===== config.mk =====
export PLATFORM = sky130hd
export DESIGN_NAME = acc_rr_scheduler
export DESIGN_NICKNAME = d
export VERILOG_FILES = /design/src/rtl/acc_sched_pkg.sv /design/src/rtl/acc_rr_scheduler_rr_arbiter.sv /design/src/rtl/acc_rr_scheduler.sv
export SDC_FILE = /design/constraint.sdc
export NUM_CORES = 1
export LEC_CHECK = 0
export CAP_MARGIN = 20
export CORE_MARGIN = 8
export CORE_UTILIZATION = 25
export DETAILED_ROUTE_END_ITERATION = 7
export PLACE_DENSITY = 0.61
export SLEW_MARGIN = 5
export SYNTH_ARGS = -nofsm -noshare
export SYNTH_HDL_FRONTEND = slang
export SYNTH_SLANG_ARGS = --single-unit

===== constraint.sdc =====
create_clock -name clk -period 2.2 [get_ports clk]
set_clock_uncertainty 0.05 [all_clocks]
set_input_delay 0.66 -clock clk [delete_from_list [all_inputs] [get_ports clk]]
set_output_delay 0.66 -clock clk [all_outputs]
set_load 0.05 [all_outputs]

===== src/rtl/acc_sched_pkg.sv =====
// Shared types and default widths for the round-robin accumulator scheduler.
package acc_sched_pkg;

  typedef enum logic [1:0] {
    IDLE = 2'd0,
    BUSY = 2'd1,
    DONE = 2'd2
  } state_e;

  localparam int IN_W_DEF  = 4;
  localparam int ACC_W_DEF = 5;

endpackage


===== src/rtl/acc_rr_scheduler_rr_arbiter.sv =====
// Combinational round-robin pick: first set req bit at or above ptr_i, wrapping.
// Produces a one-hot grant, its encoded index, and a flag that something was picked.
module rr_arbiter #(
  parameter int NREQ  = 4,
  parameter int IDX_W = $clog2(NREQ)
) (
  input  logic [NREQ-1:0]  req_i,
  input  logic [IDX_W-1:0] ptr_i,
  output logic [NREQ-1:0]  gnt_o,
  output logic [IDX_W-1:0] idx_o,
  output logic             any_o
);

  int j;

  always_comb begin
    gnt_o = '0;
    idx_o = '0;
    any_o = 1'b0;
    j     = 0;
    for (int k = 0; k < NREQ; k++) begin
      j = int'(ptr_i) + k;
      if (j >= NREQ) j = j - NREQ;
      if (!any_o && req_i[j]) begin
        any_o    = 1'b1;
        gnt_o[j] = 1'b1;
        idx_o    = IDX_W'(j);
      end
    end
  end

endmodule


===== src/rtl/acc_rr_scheduler.sv =====
// Round-robin scheduler sharing one wrapping accumulator among NREQ operand streams.
// Grant takes one IDLE cycle; result/ovf/done appear the cycle after the last operand.
module acc_rr_scheduler
  import acc_sched_pkg::*;
#(
  parameter int NREQ  = 4,
  parameter int IN_W  = IN_W_DEF,
  parameter int ACC_W = ACC_W_DEF
) (
  input  logic                 clk,
  input  logic                 rst,
  input  logic [NREQ-1:0]      req,
  input  logic [NREQ*IN_W-1:0] in_flat,
  input  logic [NREQ-1:0]      in_valid,
  input  logic [NREQ-1:0]      in_last,
  output logic [NREQ-1:0]      in_ready,
  output logic [NREQ-1:0]      gnt,
  output logic [ACC_W-1:0]     acc,
  output logic [ACC_W-1:0]     result,
  output logic                 ovf,
  output logic [NREQ-1:0]      done
);

  localparam int IDX_W = $clog2(NREQ);
  localparam int SUM_W = ACC_W + 1;

  state_e             state_q, state_d;
  logic [IDX_W-1:0]   ptr_q, ptr_d;
  logic [IDX_W-1:0]   idx_q, idx_d;
  logic [NREQ-1:0]    gnt_q, gnt_d;
  logic [ACC_W-1:0]   acc_q, acc_d;
  logic [ACC_W-1:0]   result_q, result_d;
  logic               cy_q, cy_d;
  logic               ovf_q, ovf_d;

  logic [NREQ-1:0]    arb_gnt;
  logic [IDX_W-1:0]   arb_idx;
  logic               arb_any;

  logic [IN_W-1:0]    op;
  logic               op_vld;
  logic               op_last;
  logic [SUM_W-1:0]   sum;
  logic [IDX_W-1:0]   ptr_inc;

  rr_arbiter #(
    .NREQ  (NREQ),
    .IDX_W (IDX_W)
  ) u_arb (
    .req_i (req),
    .ptr_i (ptr_q),
    .gnt_o (arb_gnt),
    .idx_o (arb_idx),
    .any_o (arb_any)
  );

  assign op      = in_flat[idx_q*IN_W +: IN_W];
  assign op_vld  = in_valid[idx_q];
  assign op_last = in_last[idx_q];
  assign sum     = {1'b0, acc_q} + SUM_W'(op);
  assign ptr_inc = (idx_q == IDX_W'(NREQ - 1)) ? '0 : idx_q + 1'b1;

  always_comb begin
    state_d  = state_q;
    ptr_d    = ptr_q;
    idx_d    = idx_q;
    gnt_d    = gnt_q;
    acc_d    = acc_q;
    result_d = result_q;
    cy_d     = cy_q;
    ovf_d    = ovf_q;
    unique case (state_q)
      IDLE: begin
        if (arb_any) begin
          state_d = BUSY;
          gnt_d   = arb_gnt;
          idx_d   = arb_idx;
          acc_d   = '0;
          cy_d    = 1'b0;
        end
      end
      BUSY: begin
        // A valid last beats a simultaneous request drop.
        if (op_vld && op_last) begin
          state_d  = DONE;
          acc_d    = sum[ACC_W-1:0];
          result_d = sum[ACC_W-1:0];
          ovf_d    = cy_q | sum[ACC_W];
        end else if (!req[idx_q]) begin
          state_d = IDLE;
          gnt_d   = '0;
          ptr_d   = ptr_inc;
        end else if (op_vld) begin
          acc_d = sum[ACC_W-1:0];
          cy_d  = cy_q | sum[ACC_W];
        end
      end
      DONE: begin
        state_d = IDLE;
        gnt_d   = '0;
        ptr_d   = ptr_inc;
      end
      default: begin
        state_d = IDLE;
        gnt_d   = '0;
      end
    endcase
  end

  always_ff @(posedge clk or posedge rst) begin
    if (rst) begin
      state_q  <= IDLE;
      ptr_q    <= '0;
      idx_q    <= '0;
      gnt_q    <= '0;
      acc_q    <= '0;
      result_q <= '0;
      cy_q     <= 1'b0;
      ovf_q    <= 1'b0;
    end else begin
      state_q  <= state_d;
      ptr_q    <= ptr_d;
      idx_q    <= idx_d;
      gnt_q    <= gnt_d;
      acc_q    <= acc_d;
      result_q <= result_d;
      cy_q     <= cy_d;
      ovf_q    <= ovf_d;
    end
  end

  assign gnt      = gnt_q;
  assign in_ready = (state_q == BUSY) ? gnt_q : '0;
  assign done     = (state_q == DONE) ? gnt_q : '0;
  assign acc      = acc_q;
  assign result   = result_q;
  assign ovf      = ovf_q;

endmodule


Yosys cells after proc, flatten, opt, wreduce, memory -nomap -nowiden. Index checks and enable logic that the tools add are counted.

Register bits after elaboration: 22. Input bits: 30. Output and inout port bits: 23. Word-level logic and storage cells: 133.

Add/sub/neg operators: 9. Order comparisons: 13. Equal/unequal tests: 11. Shifts and indexed selects: 1. Multiplexer cells: 66. Bitwise gates (word level): 4. Reductions and logical operators: 21.

Operator list (count): >= comparator 32 x 1 -> 1 bit, second input constant (4); less-than comparator 32 x 4 -> 1 bit, second input constant (4); 2-to-1 mux 32 bit (4); >= comparator 32 x 4 -> 1 bit, second input constant (3); subtractor 32 x 4 -> 32 bit, second input constant (3); 2-to-1 mux 4 bit (9); 2-to-1 mux 1 bit (23); 2-to-1 mux 2 bit (10); 2-to-1 mux 5 bit (4); variable part select 16 x 5 -> 4 bit (1); binary-select mux 1 bit (select 2 bit) (7); OR 4 bit (3); inequality test 2 bit, second input constant (5); one-hot mux 5 bit (2 select lines) (1); inequality test 3 bit, second input constant (3); demux 1 bit (select 2 bit) (4); logical AND 1 bit (8); one-hot mux 2 bit (2 select lines) (2); one-hot mux 4 bit (2 select lines) (1); adder 2 x 2 -> 3 bit, second input constant (2); adder 5 x 4 -> 6 bit (1); AND reduction 2 bit (3); AND reduction 3 bit (2); AND reduction 5 bit (1); other kinds (13) (17).

Longest topological paths before layout.
Depth after elaboration: 17. Mapped depth: 10. Mapped depth without buffers: 9.

By module. Synthesis repeated with hierarchy kept, for this count alone.

Cell total of the unflattened synthesis: 187. Area, all modules: 1845.5 um2.

Modules (own cells, without submodules): acc_rr_scheduler (instances 1, cells an instance 139, area an instance 1385.1 um2, sequential area each 550.5 um2); rr_arbiter (instances 1, cells an instance 48, area an instance 460.4 um2, sequential area each 0.0 um2).

Worst setup path before layout. OpenSTA, ideal clock, no wires.

Kind: input to register. From: input port in_flat[13]. To: register acc_q[3], in the netlist acc[3]. Library setup time: 0.126 ns. Arrival time: 2.321 ns. Data required time: 2.024 ns. Path slack: -0.297 ns. Cell stages on the path: 7. Path buffers: 0. Path through: mux4_2 ha_1 a21o_1 a21oi_1 xnor2_1 and4b_1 a311o_1.

Longest elaborated chain between the ends: 6.

RTL lines: start: declaration (line acc_rr_scheduler.sv:13) `input logic [NREQ*IN_W-1:0] in_flat,`; variable part select 16 x 5 -> 4 bit * (line acc_rr_scheduler.sv:57) `assign op = in_flat[idx_q*IN_W +: IN_W];`; adder 5 x 4 -> 6 bit * (line acc_rr_scheduler.sv:60) `assign sum = {1'b0, acc_q} + SUM_W'(op);`; 2-to-1 mux 5 bit (line acc_rr_scheduler.sv:93) `end else if (op_vld) begin`; 2-to-1 mux 5 bit (line acc_rr_scheduler.sv:89) `end else if (!req[idx_q]) begin`; 2-to-1 mux 5 bit * (line acc_rr_scheduler.sv:84) `if (op_vld && op_last) begin`; one-hot mux 5 bit (2 select lines) * (line acc_rr_scheduler.sv:72) `unique case (state_q)`; end signal: assignment (line acc_rr_scheduler.sv:116) `acc_q <= '0;`; end signal: assignment (line acc_rr_scheduler.sv:125) `acc_q <= acc_d;`; end: declaration (line acc_rr_scheduler.sv:31) `logic [ACC_W-1:0] acc_q, acc_d;`.

Every way passes the cells marked *; elsewhere a longest branch is shown, timed or not. The select of a mux whose other input is x is not followed. A chain may end at the register's enable or synchronous reset.

Worst setup path after layout.
From: input port in_flat[12]. To: register acc_q[4], in the netlist acc[4].

The elaborated chain is that of the path after synthesis.

==> metrics.yaml <==
worst_setup_path:
  reg2reg_to: "acc[4]$_DFFE_PP0P_"
  r2r_start: "idx_q[0]$_DFFE_PP0P_"
  end_kind: "flip-flop"
  cp.arrival_ns: 2.41
  rr_worst_depth: 10
  critPathLaunchType: "input pin"
  r2r_slack_ns: -0.11
  worstSetupStartpoint: "in_flat[12]"
  crit_type: "input pin to flip-flop"
  cp.required_ns: 2.29
  cp-endpoint: "acc[4]$_DFFE_PP0P_"
  crit_fanout: 2
place:
  postPlaceCellArea_um2: 2690
  io_buffer_count: 52
  gp_congestion: 0.874
  place_hpwl_mm: 4.37
global_route:
  gr-usage-all-layers: 0.110
  overflow: 0
  grt_pass1_wl_mm: 8.91
  grt_max_degree: 23
  grt_pass1_vias: 1828
  antenna_found_initial: 0
cells_and_area:
  layout.area.seq_um2: 552
  fill_cells: 671
  diodes: 0
  multi_input_area_um2: 1260
  drive_gt1_frac: 0.404
  nets: 312
  syn_to_final_growth_pct: 65.7
  final_cell_area_um2: 2930
clock_network:
  htreeDepth: 1
  cts_sinks: 22
  cts_buffers: 3
  cts_tree: "built"
  hold_buffers: 0
  cts_buffer_depth: 2
  clock_latency_ns: 0.26
  clk_pin_slew_ns: 0.08
  root_buffer: "clkbuf_8"
synth:
  synth.avg_cell_area_um2: 9.50
  netlist.area_leader.share: 0.312
  synthesis.instances: 186
  synth_edf_count: 0
  ys.flop_type: "dfrtp_1"
  synthArstFlopShare: 1.00
  synth_top_cell_by_area: "dfrtp_1"
  ys_top_cells_by_area: "dfrtp_1 31%, mux4_2 7.6%, ha_1 7.1%"
  ys.warnings.count: 0
  yosysUniqueCellTypes: 49
  synth_nets: 227
  ys_ff_latch: 22
  syn-cell-area_um2: 1770
  seq_area_frac_synth: 0.312
sta:
  rsz0062_at_grt: "true"
  max_freq_ghz: 0.432
  slew_headroom: 0.765
  min_period_ns: 2.31
  worst_slack_ns: -0.114
  finalCritPeriodShare: 1.05
  finalMaxSlewViolations: 0
  worstMarginPinSlew_ns: 0.345
  tns_ns: -0.409
  hold_viol_final: 0
  finalSetupViolCount: 7
detailed_routing:
  drt_first_pass_iters: 4
  ant_nets: 0
  avgViaCountPerCell: 4.68
  wl_mm: 5.52
  drcViolationCount: 0
  avgRoutedWirePerCell_um: 15.1
  drtIter0Drc: 42
  num_vias: 1713
floorplan:
  die_w_um: 100
  io-pin-count: 53
  die_y_um: 100
  num_rows: 30
  start_util: 0.259
  coreArea_um2: 6830
  dieArea_um2: 10000
worst_hold_path:
  hold_path_class: "flip-flop to flip-flop"
  hold_depth: 2
power_and_ir_drop:
  power_density_nw_per_um2: 1510
  power.leakage_uw: 0.00138
  vdd_drop_max_mv: 0.540
  power_uw: 4410
outcome:
  status: "complete, but fails checks"
  violations: "negative setup slack"
run:
  max_cap_viol_count: 0
-- timing repair --
item                                    in CTS  in global routing
pin swaps                                   11                 15
buffers inserted                             3                  2
endpoints found under the setup margin      21                 21
gates cloned                                 0                  0
gates resized for setup                     46                 24
-- critical path, cell delays in order --
cell and delay [ns]:
clkdlybuf4s15_1 0.16, mux4_2 0.49, ha_4 0.18, inv_2 0.05
fa_2 0.22, inv_2 0.04, a21o_1 0.16, a21oi_2 0.13
xor2_1 0.19, mux2i_1 0.10
-- registers in the layout (all words and copies together) (netlist names) --
register,cells
ovf,1
result,5
acc,5
cy_q,1
gnt,4
idx_q,2
ptr_q,2
state_q,2
-- cell usage in the layout, fill, tap and decap left out, drive strengths merged, types with 2 or more instances in the layout --
master         synthesis  final
nand3                  2      2
dlygate4sd2            0     10
clkbuf                 4      3
xor2                   2      2
clkdlybuf4s50          0      2
clkdlybuf4s15          0      4
a21o                   2      2
nor2b                  6      6
nand2                 18     18
nor3                   5      5
a21oi                 10     10
dfrtp                 22     22
dlymetal6s2s           0      9
a221oi                 5      5
buf                    7     66
and2                   8      8
inv                   15     15
o21ai                  8      8
mux4                   6      6
mux2i                  9      9
a22o                   2      2
a221o                  4      4
mux2                   8      8
ha                    10     10
o211ai                 4      4
nor2                  10     10
-- synthesized netlist by cell type (2+ instances only) --
cell type,count
a21o_1,2
a21oi_1,9
a221o_1,4
a221oi_1,5
a22o_1,2
and2_1,8
buf_2,5
clkbuf_1,4
dfrtp_1,22
ha_1,10
inv_1,15
mux2_1,2
mux2_2,4
mux2_4,2
mux2i_1,8
mux4_2,6
nand2_1,18
nand3_1,2
nor2_1,9
nor2b_1,6
nor3_1,5
o211ai_1,4
o21ai_0,6
o21ai_1,2
xor2_1,2
-- layout make-up --
| type | instances | area share |
|---|---|---|
| inverters | 15 | 0.0192 |
| flip-flops and latches | 22 | 0.188 |
| clock buffers | 3 | 0.0141 |
| multi-input cells | 138 | 0.431 |
| clock inverters | 1 | 0.0103 |
| well taps | 96 | 0.0410 |
| repair buffers | 91 | 0.296 |
-- worst min path at each step --
stage	to	start
floorplan	cy_q$_DFFE_PP0P_	cy_q$_DFFE_PP0P_
global placement	cy_q$_DFFE_PP0P_	cy_q$_DFFE_PP0P_
detailed placement	cy_q$_DFFE_PP0P_	cy_q$_DFFE_PP0P_
CTS	result[0]$_DFFE_PP0P_	result[0]$_DFFE_PP0P_
global route	cy_q$_DFFE_PP0P_	cy_q$_DFFE_PP0P_
finish	result[0]$_DFFE_PP0P_	result[0]$_DFFE_PP0P_
-- per-stage QoR --
stage               hold WS [ns]  worst slack (ns)  utilization  cells
CTS                        0.441            -0.143        0.416    365
global placement           0.415            -0.642        0.394    358
detailed placement         0.421            -0.700        0.394    358
floorplan                  0.399            -0.175            -    186
finish                     0.436            -0.114        0.429    366
global route               0.476            -0.184        0.429    366
-- routing by layer --
metal	wire (µm)	global-route usage
met4	44	0.0244
met1	2450	0.130
met2	2800	0.200
met5	0	0
met3	226	0.0180
-- logic make-up (layout without fill, tap and decap cells) --
group	after synthesis	after routing	share of synthesized area
AO/OA/AOI/OAI	44	44	0.176
XOR/XNOR	3	3	0.0149
adder cells (fa/ha/maj)	11	11	0.0822
buffers and inverters	26	110	0.0651
flip-flops	22	22	0.312
multiplexers	23	23	0.185
AND/OR/NAND/NOR	57	57	0.165
-- where the power goes --
part / total [µW] / leakage, µW / switching [µW] / internal (µW)
Clock: 374 / 0.0000357 / 130 / 243
Sequential: 758 / 0.000280 / 185 / 573
Combinational: 3280 / 0.00107 / 1730 / 1550
Total: 4410 / 0.00138 / 2040 / 2370
(Power assumes the default switching activity.)
